--- src/rtl/xadc_pkg.sv ---
// Shared constants and state types for the XADC DRP responder.
package xadc_pkg;

  // DRP register addresses
  localparam logic [6:0] XADC_TEMP_ADDR   = 7'h00;
  localparam logic [6:0] XADC_VAUX15_ADDR = 7'h1F;
  localparam logic [6:0] XADC_CFG0_ADDR   = 7'h40;
  localparam logic [6:0] XADC_CFG1_ADDR   = 7'h41;
  localparam logic [6:0] XADC_CFG2_ADDR   = 7'h42;

  // Conversion channels, alternated by the sequencer
  localparam logic [4:0] CH_TEMP   = 5'h00;
  localparam logic [4:0] CH_VAUX15 = 5'h1F;

  typedef enum logic {D_IDLE, D_WAIT} drp_state_t;
  typedef enum logic {S_CONV, S_EOC}  seq_state_t;

endpackage

--- src/rtl/xadc_conv_sequencer.sv ---
// Free-running conversion sequencer: alternates channels 0x00/0x1F,
// CONV_CYCLES of conversion followed by a single end-of-conversion cycle.
module xadc_conv_sequencer
  import xadc_pkg::*;
#(
  parameter int CONV_CYCLES = 100
) (
  input  logic       clk,
  input  logic       reset,
  output logic       upd,
  output logic [4:0] upd_ch,
  output logic       eoc_out,
  output logic       eos_out,
  output logic       busy_out,
  output logic [4:0] channel_out
);

  localparam int CW = $clog2(CONV_CYCLES);
  typedef logic [CW-1:0] cnt_t;
  localparam cnt_t LAST = cnt_t'(CONV_CYCLES - 1);

  seq_state_t state, state_nxt;
  cnt_t       cnt, cnt_nxt;
  logic [4:0] ch, ch_nxt;
  logic [4:0] chan_nxt;
  logic       last;

  assign last = (cnt == LAST);

  // Sequencer state, counter, current channel and last-completed channel
  // NOTE: sequential state uses non-blocking assignments so every register
  // samples pre-edge values, independent of statement order.
  always_ff @(posedge clk or negedge reset) begin
    if (!reset) begin
      state       <= S_CONV;
      cnt         <= '0;
      ch          <= CH_TEMP;
      channel_out <= CH_TEMP;
    end else begin
      state       <= state_nxt;
      cnt         <= cnt_nxt;
      ch          <= ch_nxt;
      channel_out <= chan_nxt;
    end
  end

  // Next-state: count the conversion, publish the channel, then alternate
  // NOTE: every variable gets a default first so no path leaves one
  // unassigned, which would otherwise infer a latch.
  always_comb begin
    state_nxt = state;
    cnt_nxt   = cnt;
    ch_nxt    = ch;
    chan_nxt  = channel_out;
    case (state)
      S_CONV: begin
        if (last) begin
          state_nxt = S_EOC;
          chan_nxt  = ch;
        end else begin
          cnt_nxt = cnt + cnt_t'(1);
        end
      end
      S_EOC: begin
        state_nxt = S_CONV;
        cnt_nxt   = '0;
        ch_nxt    = (ch == CH_TEMP) ? CH_VAUX15 : CH_TEMP;
      end
    endcase
  end

  // Result-update strobe fires in the last conversion cycle
  assign upd      = (state == S_CONV) && last;
  assign upd_ch   = ch;
  assign eoc_out  = (state == S_EOC);
  assign eos_out  = eoc_out && (ch == CH_VAUX15);
  // Busy is forced low while reset is held so all outputs read 0 in reset
  assign busy_out = (state == S_CONV) && reset;

endmodule

--- src/rtl/xadc_drp_responder.sv ---
// XADC DRP responder: DRP slave with fixed access latency, shadow/result
// registers for temperature and VAUX15, and config storage at 0x40-0x42.
module xadc_drp_responder
  import xadc_pkg::*;
#(
  parameter int          DRP_LATENCY = 4,
  parameter int          CONV_CYCLES = 100,
  parameter logic [15:0] TEMP_INIT   = 16'h9A00,
  parameter logic [15:0] VOLT_INIT   = 16'h8000
) (
  input  logic        clk,
  input  logic        reset,
  input  logic        den_in,
  input  logic        dwe_in,
  input  logic [6:0]  daddr_in,
  input  logic [15:0] di_in,
  output logic [15:0] do_out,
  output logic        drdy_out,
  output logic        eoc_out,
  output logic        eos_out,
  output logic [4:0]  channel_out,
  output logic        busy_out,
  output logic        protocol_err
);

  localparam logic [3:0] LAT_LOAD = 4'(DRP_LATENCY - 1);

  drp_state_t       state, state_nxt;
  logic [3:0]       lat_cnt, lat_cnt_nxt;
  logic [6:0]       addr_q, addr_nxt;
  logic             we_q, we_nxt;
  logic [15:0]      wdata_q, wdata_nxt;
  logic             drdy_nxt;
  logic             commit;
  logic [6:0]       rd_addr;
  logic             rd_we;
  logic [15:0]      rd_mux;

  logic [15:0]      temp_shadow, volt_shadow;
  logic [15:0]      temp_result, volt_result;
  logic [2:0][15:0] cfg;

  logic             upd;
  logic [4:0]       upd_ch;

  xadc_conv_sequencer #(
    .CONV_CYCLES(CONV_CYCLES)
  ) u_seq (
    .clk        (clk),
    .reset      (reset),
    .upd        (upd),
    .upd_ch     (upd_ch),
    .eoc_out    (eoc_out),
    .eos_out    (eos_out),
    .busy_out   (busy_out),
    .channel_out(channel_out)
  );

  // DRP FSM registers, latched request and registered response
  always_ff @(posedge clk or negedge reset) begin
    if (!reset) begin
      state    <= D_IDLE;
      lat_cnt  <= '0;
      addr_q   <= '0;
      we_q     <= 1'b0;
      wdata_q  <= '0;
      drdy_out <= 1'b0;
      do_out   <= '0;
    end else begin
      state    <= state_nxt;
      lat_cnt  <= lat_cnt_nxt;
      addr_q   <= addr_nxt;
      we_q     <= we_nxt;
      wdata_q  <= wdata_nxt;
      drdy_out <= drdy_nxt;
      do_out   <= (drdy_nxt && !rd_we) ? rd_mux : 16'h0000;
    end
  end

  // DRP next-state: accept in idle, count down in wait, complete at zero.
  // drdy is registered, so it is scheduled one cycle ahead of completion.
  always_comb begin
    state_nxt   = state;
    lat_cnt_nxt = lat_cnt;
    addr_nxt    = addr_q;
    we_nxt      = we_q;
    wdata_nxt   = wdata_q;
    drdy_nxt    = 1'b0;
    commit      = 1'b0;
    case (state)
      D_IDLE: begin
        if (den_in) begin
          state_nxt   = D_WAIT;
          lat_cnt_nxt = LAT_LOAD;
          addr_nxt    = daddr_in;
          we_nxt      = dwe_in;
          wdata_nxt   = di_in;
          drdy_nxt    = (LAT_LOAD == 4'd0);
        end
      end
      D_WAIT: begin
        if (lat_cnt == 4'd0) begin
          state_nxt = D_IDLE;
          commit    = we_q;
        end else begin
          lat_cnt_nxt = lat_cnt - 4'd1;
          drdy_nxt    = (lat_cnt == 4'd1);
        end
      end
    endcase
  end

  // With single-cycle latency the capture happens while still idle
  assign rd_addr = (state == D_IDLE) ? daddr_in : addr_q;
  assign rd_we   = (state == D_IDLE) ? dwe_in   : we_q;

  // Read mux over the address map; unmapped addresses read zero
  always_comb begin
    rd_mux = 16'h0000;
    case (rd_addr)
      XADC_TEMP_ADDR:   rd_mux = temp_result;
      XADC_VAUX15_ADDR: rd_mux = volt_result;
      XADC_CFG0_ADDR:   rd_mux = cfg[0];
      XADC_CFG1_ADDR:   rd_mux = cfg[1];
      XADC_CFG2_ADDR:   rd_mux = cfg[2];
      default:          rd_mux = 16'h0000;
    endcase
  end

  // Register file: write commit on drdy, result copy on conversion end.
  // A same-cycle write and copy leaves the old shadow in the result.
  // NOTE: the config words are reset explicitly because software expects
  // them to read zero; a larger storage array would normally be left unreset.
  always_ff @(posedge clk or negedge reset) begin
    if (!reset) begin
      temp_shadow <= TEMP_INIT;
      volt_shadow <= VOLT_INIT;
      temp_result <= TEMP_INIT;
      volt_result <= VOLT_INIT;
      cfg         <= '0;
    end else begin
      if (commit) begin
        case (addr_q)
          XADC_TEMP_ADDR:   temp_shadow <= wdata_q;
          XADC_VAUX15_ADDR: volt_shadow <= wdata_q;
          XADC_CFG0_ADDR:   cfg[0]      <= wdata_q;
          XADC_CFG1_ADDR:   cfg[1]      <= wdata_q;
          XADC_CFG2_ADDR:   cfg[2]      <= wdata_q;
          default: ;
        endcase
      end
      if (upd) begin
        if (upd_ch == CH_TEMP) temp_result <= temp_shadow;
        else                   volt_result <= volt_shadow;
      end
    end
  end

  // Sticky flag for any strobe arriving while an access is outstanding
  always_ff @(posedge clk or negedge reset) begin
    if (!reset) begin
      protocol_err <= 1'b0;
    end else if (den_in && (state == D_WAIT)) begin
      protocol_err <= 1'b1;
    end
  end

endmodule

--- config.mk ---
export PLATFORM = sky130hd
export DESIGN_NAME = xadc_drp_responder
export DESIGN_NICKNAME = d
export VERILOG_FILES = /design/src/rtl/xadc_pkg.sv /design/src/rtl/xadc_conv_sequencer.sv /design/src/rtl/xadc_drp_responder.sv
export SDC_FILE = /design/constraint.sdc
export NUM_CORES = 1
export LEC_CHECK = 0
export ABC_AREA = 0
export BUFFER_PORTS_ARGS = -buffer_cell sky130_fd_sc_hd__buf_2
export CAP_MARGIN = 30
export CORE_ASPECT_RATIO = 0.6
export CORE_MARGIN = 1.5
export CORE_UTILIZATION = 45
export DETAILED_ROUTE_END_ITERATION = 10
export GPL_ROUTABILITY_DRIVEN = 0
export GPL_TIMING_DRIVEN = 0
export REMOVE_ABC_BUFFERS = 1
export SLEW_MARGIN = 25
export SYNTH_ARGS = -nofsm -noshare
export SYNTH_HDL_FRONTEND = slang
export SYNTH_SLANG_ARGS = --single-unit
--- constraint.sdc ---
create_clock -name clk -period 3.16 [get_ports clk]
set_clock_uncertainty 0.15 [all_clocks]
set_input_delay 0.316 -clock clk [delete_from_list [all_inputs] [get_ports clk]]
set_output_delay 0.316 -clock clk [all_outputs]
set_load 0.02 [all_outputs]
==> results by group, run 1 <==
STA
  • Max Slew Vio Count: 0
  • Fmax: 328 MHz
  • Relative slew slack: 42.5%
  • Tmin final: 3050 ps
  • Final WS setup: 113 ps
  • Final setup violation count: 0
  • Fin. Hold Viols: 0
  • Final Cycle Share: 96.4%
  • Least-Margin Pin Slew: 860 ps
  • Unrepaired setup endpoints after global routing: false
  • Hold slack: 8.66 ps

Worst setup path
  • Most common cell on crit path: clkdlybuf4s18_2
  • CP startpoint kind: flip-flop
  • WP data required: 3350 ps
  • Critical path, cell by cell: buf_16, or3_4, a222oi_1, buf_2, clkdlybuf4s18_2, clkdlybuf4s18_2, a22oi_1, a211oi_2
  • CP endpoint kind: flip-flop
  • Data arrival, critical path: 3230 ps
  • Path type of the worst setup path: reg -> reg
  • Crit path max-delay cell type: or3_4
  • Crit-path max FO: 34
  • Crit path largest cell delay: 530 ps

Drt
  • DR iter-0 viols: 412
  • Vias: 5,288
  • Total wire length: 18.6 mm
  • DRC errors left: 0
  • Post-route ant nets: 0
  • Per-cell routed wire length: 20.4 um
  • Drt first pass iters: 5
  • Post-DR vias/cell: 5.79

Job
  • Max-cap violations: 0

Place
  • Post-DP HPWL: 11.5 mm
  • Placed Area: 0.00849 sq mm
  • Port Buffers: 52
  • Post-place setup slack: -473 ps
  • Placed Cells: 851

Yosys
  • Flops & latches, synth: 169
  • Post-Syn Area: 0.00789 sq mm
  • Count of different cell masters after synthesis: 50
  • Ys Warns: 0
  • Yosys top cell area share: 50.4%
  • Sequential element share of the synthesized area: 53.8%
  • Post-Syn Instances: 597
  • Avg Cell Area, Syn: 13.2 sq um
  • Post-synth EDFFs: 0
  • Post-synth top cells: dfrtp_1, mux2_2, clkbuf_1
  • Top-count cell post-synth: dfrtp_1
  • Post-synth top area cell: dfrtp_1
  • Ys flop type: dfrtp_1
  • Synth area leaders: dfrtp_1, mux2_2, dfstp_2
  • Synth async-reset ratio: 100%

Floorplanning
  • Die Y: 106 um
  • FP Rows: 37
  • Initial core utilization: 46.1%
  • Die X-Extent: 174 um
  • Die ar.: 0.0184 sq mm
  • I/O pin total: 53
  • Core area: 0.0171 sq mm

Layout
  • Area Growth Syn to Fin: 19.6%
  • Share of cells above drive strength 1: 38.1%
  • Filler instances: 1,406
  • Design Area, Final: 0.00944 sq mm
  • Ant. Diodes: 0
  • Final #Nets: 697
  • Final Non-Filler Cells: 913

Global routing
  • Initial antenna violation count: 0
  • First-pass GRT wire length: 30.1 mm
  • GRT Util Overall: 21.3%
  • Number of global-route vias before repair: 5,460
  • Largest net degree at the start of global routing: 90
  • Global route overflow: 0

Clocking
  • H-tree levels: 4
  • CTS Buf Count: 17
  • CTS tree: built
  • Register clock-pin slew on the reported worst setup and hold paths: 80 ps
  • Max clock buf depth: 2
  • CTS sink cnt: 169
  • Clock Latency Late Sink: 440 ps
  • Root buf cell: clkbuf_16

Power and ir drop
  • Pint: 4300 uW
  • Pwr/cell area: 682 mW/mm^2
  • Psw: 2140 uW
  • Clock power share: 33.0%
  • Power Total: 6440 uW
  • Worst vdd ir: 0.000400 V
  • Leakage Power: 0.00424 uW
  • Seq pwr share: 44.8%
  • Share of power burned in combinational logic: 22.2%
  • Switching share of power: 33.2%

Worst hold path
  • Hold Crit Class: in -> reg

Outcome
  • Status: completed
[what timing repair did]
item / 4_1_cts / 5_1_grt
setup buffers: 3 / 3
pin swaps: 1 / 1
endpoints found under the hold margin: 106 / 0
resized for setup: 5 / 1
gates cloned: 1 / 0
endpoints found under the setup margin: 16 / 7
hold buffers: 22 / 0
[power groups by stage]
stage	combinational (uW)	clock [uW]	sequential, uW
after global placement	886	0	3070
final	1430	2120	2880
after floorplan	662	0	2870
after CTS	1310	2170	2920
after global routing	1530	2260	2940
after detailed placement	1160	0	2980
[path summary, 6_finish.rpt]
| check | startpoint | end | slack [ps] | depth (start not counted) |
|---|---|---|---|---|
| min in group asynchronous | reset | protocol_err | 290 | 2 |
| worst max-delay path | state | do_out[11] | 110 | 8 |
| worst max register to register | state | do_out[11] | 110 | 8 |
| worst min-delay path | daddr_in[2] | addr_q[2] | 9 | 2 |
| max in group asynchronous | reset | temp_shadow[12] | 1590 | 3 |
| worst min register to register | protocol_err | protocol_err | 310 | 1 |
[registers in the layout, indices dropped and copies added (netlist names)]
name / cells
u_seq.cnt: 7
protocol_err: 1
temp_result: 16
drdy_out: 1
wdata_q: 16
temp_shadow: 16
addr_q: 7
u_seq.upd_ch: 1
we_q: 1
cfg: 48
u_seq.eoc_out: 1
state: 1
volt_result: 16
do_out: 16
lat_cnt: 4
u_seq.channel_out: 1
volt_shadow: 16
[layer usage]
metal	track usage, %	vias up	part of all wire [%]
met5	0	-	0
met4	6.22	0	0.81
met3	5.23	15	5.0
met2	32.4	150	45
met1	30.4	2727	49
li1	-	2396	-
[stage by stage]
step                      setup TNS, ps  utilization, %
after floorplan                  -18020               -
after global placement          -330010            47.8
after detailed placement          -4240            49.6
after CTS                             0            54.8
after global routing                  0            55.1
final                                 0            55.1
[cell type report]
class	count	area (sq um)	share of cell area, %
Sequential cell	169	4250	45.0
Multi-Input combinational cell	371	3400	36.1
Timing Repair Buffer	102	867	9.19
Clock buffer	17	425	4.51
Tap cell	234	293	3.10
Clock inverter	15	176	1.87
Inverter	5	18.8	0.199
[placed cells by master, fill, tap and decap left out, types with 7 or more instances in the layout]
cell,netlist,routed
clkbuf_16,0,17
buf_4,6,7
nor2_1,9,7
buf_2,13,53
nand4b_1,17,17
mux2_2,113,113
and4b_1,17,17
mux2_1,23,23
a22oi_1,16,16
nand2b_1,7,7
nand2_1,24,24
dfrtp_1,159,156
o41ai_1,16,16
nor4bb_1,18,18
dlygate4sd3_1,0,22
o31ai_1,17,17
a21boi_0,16,16
a211oi_2,10,10
o21ai_0,7,7
dfstp_2,10,10
[cell families after synthesis]
| logic type | count (synthesis) | share of synthesized area, % |
|---|---|---|
| adder cells (fa/ha/maj) | 4 | 0.634 |
| XOR/XNOR | 6 | 0.666 |
| multiplexers | 136 | 19.4 |
| AO/OA/AOI/OAI | 97 | 10.4 |
| flip-flops | 169 | 53.8 |
| AND/OR/NAND/NOR | 128 | 11.5 |
| buffers and inverters | 57 | 3.58 |
[worst max-delay path: cells and delay by family (launching register included)]
| family | cells | cell delay (ps) |
|---|---|---|
| compound gates | 3 | 810 |
| buf+inv | 4 | 960 |
| flops | 1 | 500 |
| simple gates | 1 | 530 |
Power figures use the tool's default switching activity.
==> run 2, diff against run 1 <==
--- a/config.mk
+++ b/config.mk
@@ -5,7 +5,7 @@
 export SDC_FILE = /design/constraint.sdc
 export NUM_CORES = 1
 export LEC_CHECK = 0
-export ABC_AREA = 0
+export ABC_AREA = 1
 export BUFFER_PORTS_ARGS = -buffer_cell sky130_fd_sc_hd__buf_2
 export CAP_MARGIN = 30
 export CORE_ASPECT_RATIO = 0.6
==> results by group, run 2 <==
Yosys
  • Top-count cell post-synth: nand2_1 (was dfrtp_1)
  • Ys flop type: dfrtp_1 (unchanged)
  • Synth area leaders: dfrtp_1, nand2_1, nand3_1 (was dfrtp_1, mux2_2, dfstp_2)
  • Flops & latches, synth: 169 (unchanged)
  • Synth async-reset ratio: 100% (unchanged)
  • Post-Syn Area: 0.00741 sq mm (was 0.00789 sq mm)
  • Post-synth EDFFs: 0 (unchanged)
  • Post-synth top cells: nand2_1, dfrtp_1, nand3_1 (was dfrtp_1, mux2_2, clkbuf_1)
  • Avg Cell Area, Syn: 9.21 sq um (was 13.2 sq um)
  • Count of different cell masters after synthesis: 34 (was 50)
  • Ys Warns: 0 (unchanged)
  • Post-Syn Instances: 804 (was 597)
  • Yosys top cell area share: 53.7% (was 50.4%)
  • Sequential element share of the synthesized area: 57.3% (was 53.8%)
  • Post-synth top area cell: dfrtp_1 (unchanged)

STA
  • Final Cycle Share: 88.8% (was 96.4%)
  • Relative slew slack: 34.4% (was 42.5%)
  • Max Slew Vio Count: 0 (unchanged)
  • Least-Margin Pin Slew: 983 ps (was 860 ps)
  • Fmax: 356 MHz (was 328 MHz)
  • Final WS setup: 352 ps (was 113 ps)
  • Final setup violation count: 0 (unchanged)
  • Unrepaired setup endpoints after global routing: false (unchanged)
  • Fin. Hold Viols: 0 (unchanged)
  • Tmin final: 2810 ps (was 3050 ps)

Worst setup path
  • Most common cell on crit path: nand2_1 (was clkdlybuf4s18_2)
  • Data arrival, critical path: 3000 ps (was 3230 ps)
  • CP startpoint kind: flip-flop (unchanged)
  • Buf/Inv on CP: 2 (was 4)
  • Crit-path max FO: 17 (was 34)
  • WP data required: 3350 ps (about the same)
  • Path type of the worst setup path: reg -> reg (unchanged)
  • Crit path max-delay cell type: dfrtp_1 (was or3_4)
  • Critical path, cell by cell: inv_6, nand2_1, nand2_1, nand2_1, nor2_4, nand2_1, nand2_1, o21bai_4, buf_16, nor2_1 (was buf_16, or3_4, a222oi_1, buf_2, clkdlybuf4s18_2, clkdlybuf4s18_2, a22oi_1, a211oi_2)
  • CP endpoint kind: flip-flop (unchanged)
  • Crit path largest cell delay: 610 ps (was 530 ps)
  • Crit path max-delay family: simple AND/OR/NAND/NOR gates (was buffers and inverters)

Floorplanning
  • Die X-Extent: 169 um (was 174 um)
  • Die Y: 102 um (was 106 um)
  • Core area: 0.0162 sq mm (was 0.0171 sq mm)
  • I/O pin total: 53 (unchanged)
  • Initial core utilization: 45.8% (was 46.1%)
  • FP Rows: 36 (was 37)
  • Die ar.: 0.0173 sq mm (was 0.0184 sq mm)

Place
  • Post-place setup slack: 229 ps (was -473 ps)
  • Post-DP HPWL: 10.2 mm (was 11.5 mm)
  • Placed Area: 0.00783 sq mm (was 0.00849 sq mm)
  • Port Buffers: 52 (unchanged)

Clocking
  • CTS tree: built (unchanged)
  • Register clock-pin slew on the reported worst setup and hold paths: 70 ps (was 80 ps)
  • Gates resized, CTS repair: 0 (was 5)
  • Clock Latency Late Sink: 420 ps (was 440 ps)
  • CTS Buf Count: 17 (unchanged)
  • CTS sink cnt: 169 (unchanged)
  • Postcts setup bufs: 0 (was 3)
  • H-tree levels: 4 (unchanged)
  • Max clock buf depth: 2 (unchanged)
  • Root buf cell: clkbuf_16 (unchanged)

Layout
  • Most frequent cells in the layout: nand2_1, dfrtp_1, nand3_1 (was dfrtp_1, mux2_2, buf_2)
  • Largest Register: cfg (unchanged)
  • Final #Nets: 882 (was 697)
  • Filler instances: 1,431 (was 1,406)
  • Area Growth Syn to Fin: 17.0% (was 19.6%)
  • Area of the multi-input gates: 0.00275 sq mm (was 0.00340 sq mm)
  • Ant. Diodes: 0 (unchanged)
  • FF+latch area: 0.00424 sq mm (was 0.00425 sq mm)
  • Design Area, Final: 0.00867 sq mm (was 0.00944 sq mm)
  • Most common library cell in the layout ignoring fill and taps: nand2_1 (was dfrtp_1)
  • Share of cells above drive strength 1: 18.2% (was 38.1%)
  • Largest register FFs: 48 (unchanged)

Drt
  • DRC errors left: 0 (unchanged)
  • Per-cell routed wire length: 16.0 um (was 20.4 um)
  • Total wire length: 17.1 mm (was 18.6 mm)
  • Vias: 5,583 (was 5,288)
  • Post-DR vias/cell: 5.20 (was 5.79)
  • Post-route ant nets: 0 (unchanged)
  • Drt first pass iters: 5 (unchanged)
  • DR iter-0 viols: 408 (was 412)

Global routing
  • Largest net degree at the start of global routing: 98 (was 90)
  • First-pass GRT wire length: 27.8 mm (was 30.1 mm)
  • Initial antenna violation count: 0 (unchanged)
  • Global route overflow: 0 (unchanged)
  • Number of global-route vias before repair: 5,266 (was 5,460)
  • GRT Util Overall: 21.0% (was 21.3%)

Power and ir drop
  • Pwr/cell area: 745 mW/mm^2 (was 682 mW/mm^2)
  • Switching share of power: 33.2% (about the same)
  • Share of power burned in combinational logic: 23.3% (was 22.2%)
  • Clock power share: 35.8% (was 33.0%)
  • Psw: 2140 uW (about the same)
  • Power Total: 6450 uW (was 6440 uW)
  • Seq pwr share: 40.9% (was 44.8%)
  • Worst vdd ir: 0.000333 V (was 0.000400 V)
  • Leakage Power: 0.00426 uW (was 0.00424 uW)
  • Pint: 4310 uW (was 4300 uW)

Worst hold path
  • Hold Crit Class: in -> reg (unchanged)

Job
  • Max-cap violations: 0 (unchanged)

Outcome
  • Status: completed (unchanged)
-- run 2: cell count changes after synthesis, moves of 18 or more --
cell | previous run | this run
nand3_1 | 7 | 121
inv_1 | 5 | 42
mux2_2 | 113 | 17
mux2_1 | 23 | 0
o21ai_0 | 7 | 89
nand2_1 | 24 | 194
nor2_1 | 9 | 54
nor4bb_1 | 18 | 0
-- run 2: cell type report --
type	count	share of cell area, %
clock buffer	17	4.91
clock inverter	15	2.71
inverter	43	1.92
tap	209	3.02
timing repair buffer	75	6.79
sequential	169	48.9
multi-input combinational	545	31.7
-- run 2: worst min-delay path, cell delays in order --
cell and delay, ps:
buf_2 80, nor2_1 30, a21oi_1 100
-- run 2: cell families (layout without fill, tap and decap cells) --
group | count (synthesis) | after routing | synth area share [%]
adder cells (fa/ha/maj) | 4 | 4 | 0.676
AO/OA/AOI/OAI | 116 | 116 | 8.16
flip-flops | 169 | 169 | 57.3
multiplexers | 17 | 17 | 2.58
buffers and inverters | 91 | 150 | 6.00
XOR/XNOR | 4 | 4 | 0.473
AND/OR/NAND/NOR | 403 | 404 | 24.8
-- run 2: timing repair --
action / in CTS / in global routing
endpoints found under the hold margin: 77 / 0
hold buffers: 14 / 0
endpoints found under the setup margin: 0 / 7
-- run 2: worst paths after layout --
| check | start | cells past startpoint | slack [ps] | end |
|---|---|---|---|---|
| worst max-delay path | state | 10 | 350 | do_out[0] |
| worst min-delay path | di_in[12] | 3 | 5 | wdata_q[12] |
| worst max register to register | state | 10 | 350 | do_out[0] |
| worst min register to register | protocol_err | 1 | 310 | protocol_err |
| max in group asynchronous | reset | 3 | 1660 | cfg[23] |
| min in group asynchronous | reset | 2 | 310 | temp_shadow[4] |
-- run 2: per-layer routing --
| metal | global-route usage [%] | part of all wire, % | vias up |
|---|---|---|---|
| met1 | 30.9 | 51 | 2690 |
| met3 | 3.60 | 5.7 | 14 |
| met2 | 32.4 | 43 | 155 |
| li1 | - | - | 2724 |
| met5 | 0 | 0 | - |
| met4 | 5.63 | 0.70 | 0 |
-- run 2: metrics by stage --
step	utilization (%)	TNS (ps)	hold slack, ps	instances
4_1_cts	53.4	0	0.843	1071
3_5_place_dp	48.4	0	185	1025
6_report	53.6	0	4.91	1073
3_3_place_gp	47.3	-157550	285	1017
5_1_grt	53.6	0	13.6	1073
2_1_floorplan	-	0	-130	756
-- run 2: power groups by stage --
stage / registers (uW) / logic (uW) / clock network (uW)
3_5_place_dp: 2680 / 1450 / 0
5_1_grt: 2680 / 1680 / 2450
6_report: 2640 / 1510 / 2310
3_3_place_gp: 2660 / 1290 / 0
2_1_floorplan: 2640 / 912 / 0
4_1_cts: 2640 / 1470 / 2340
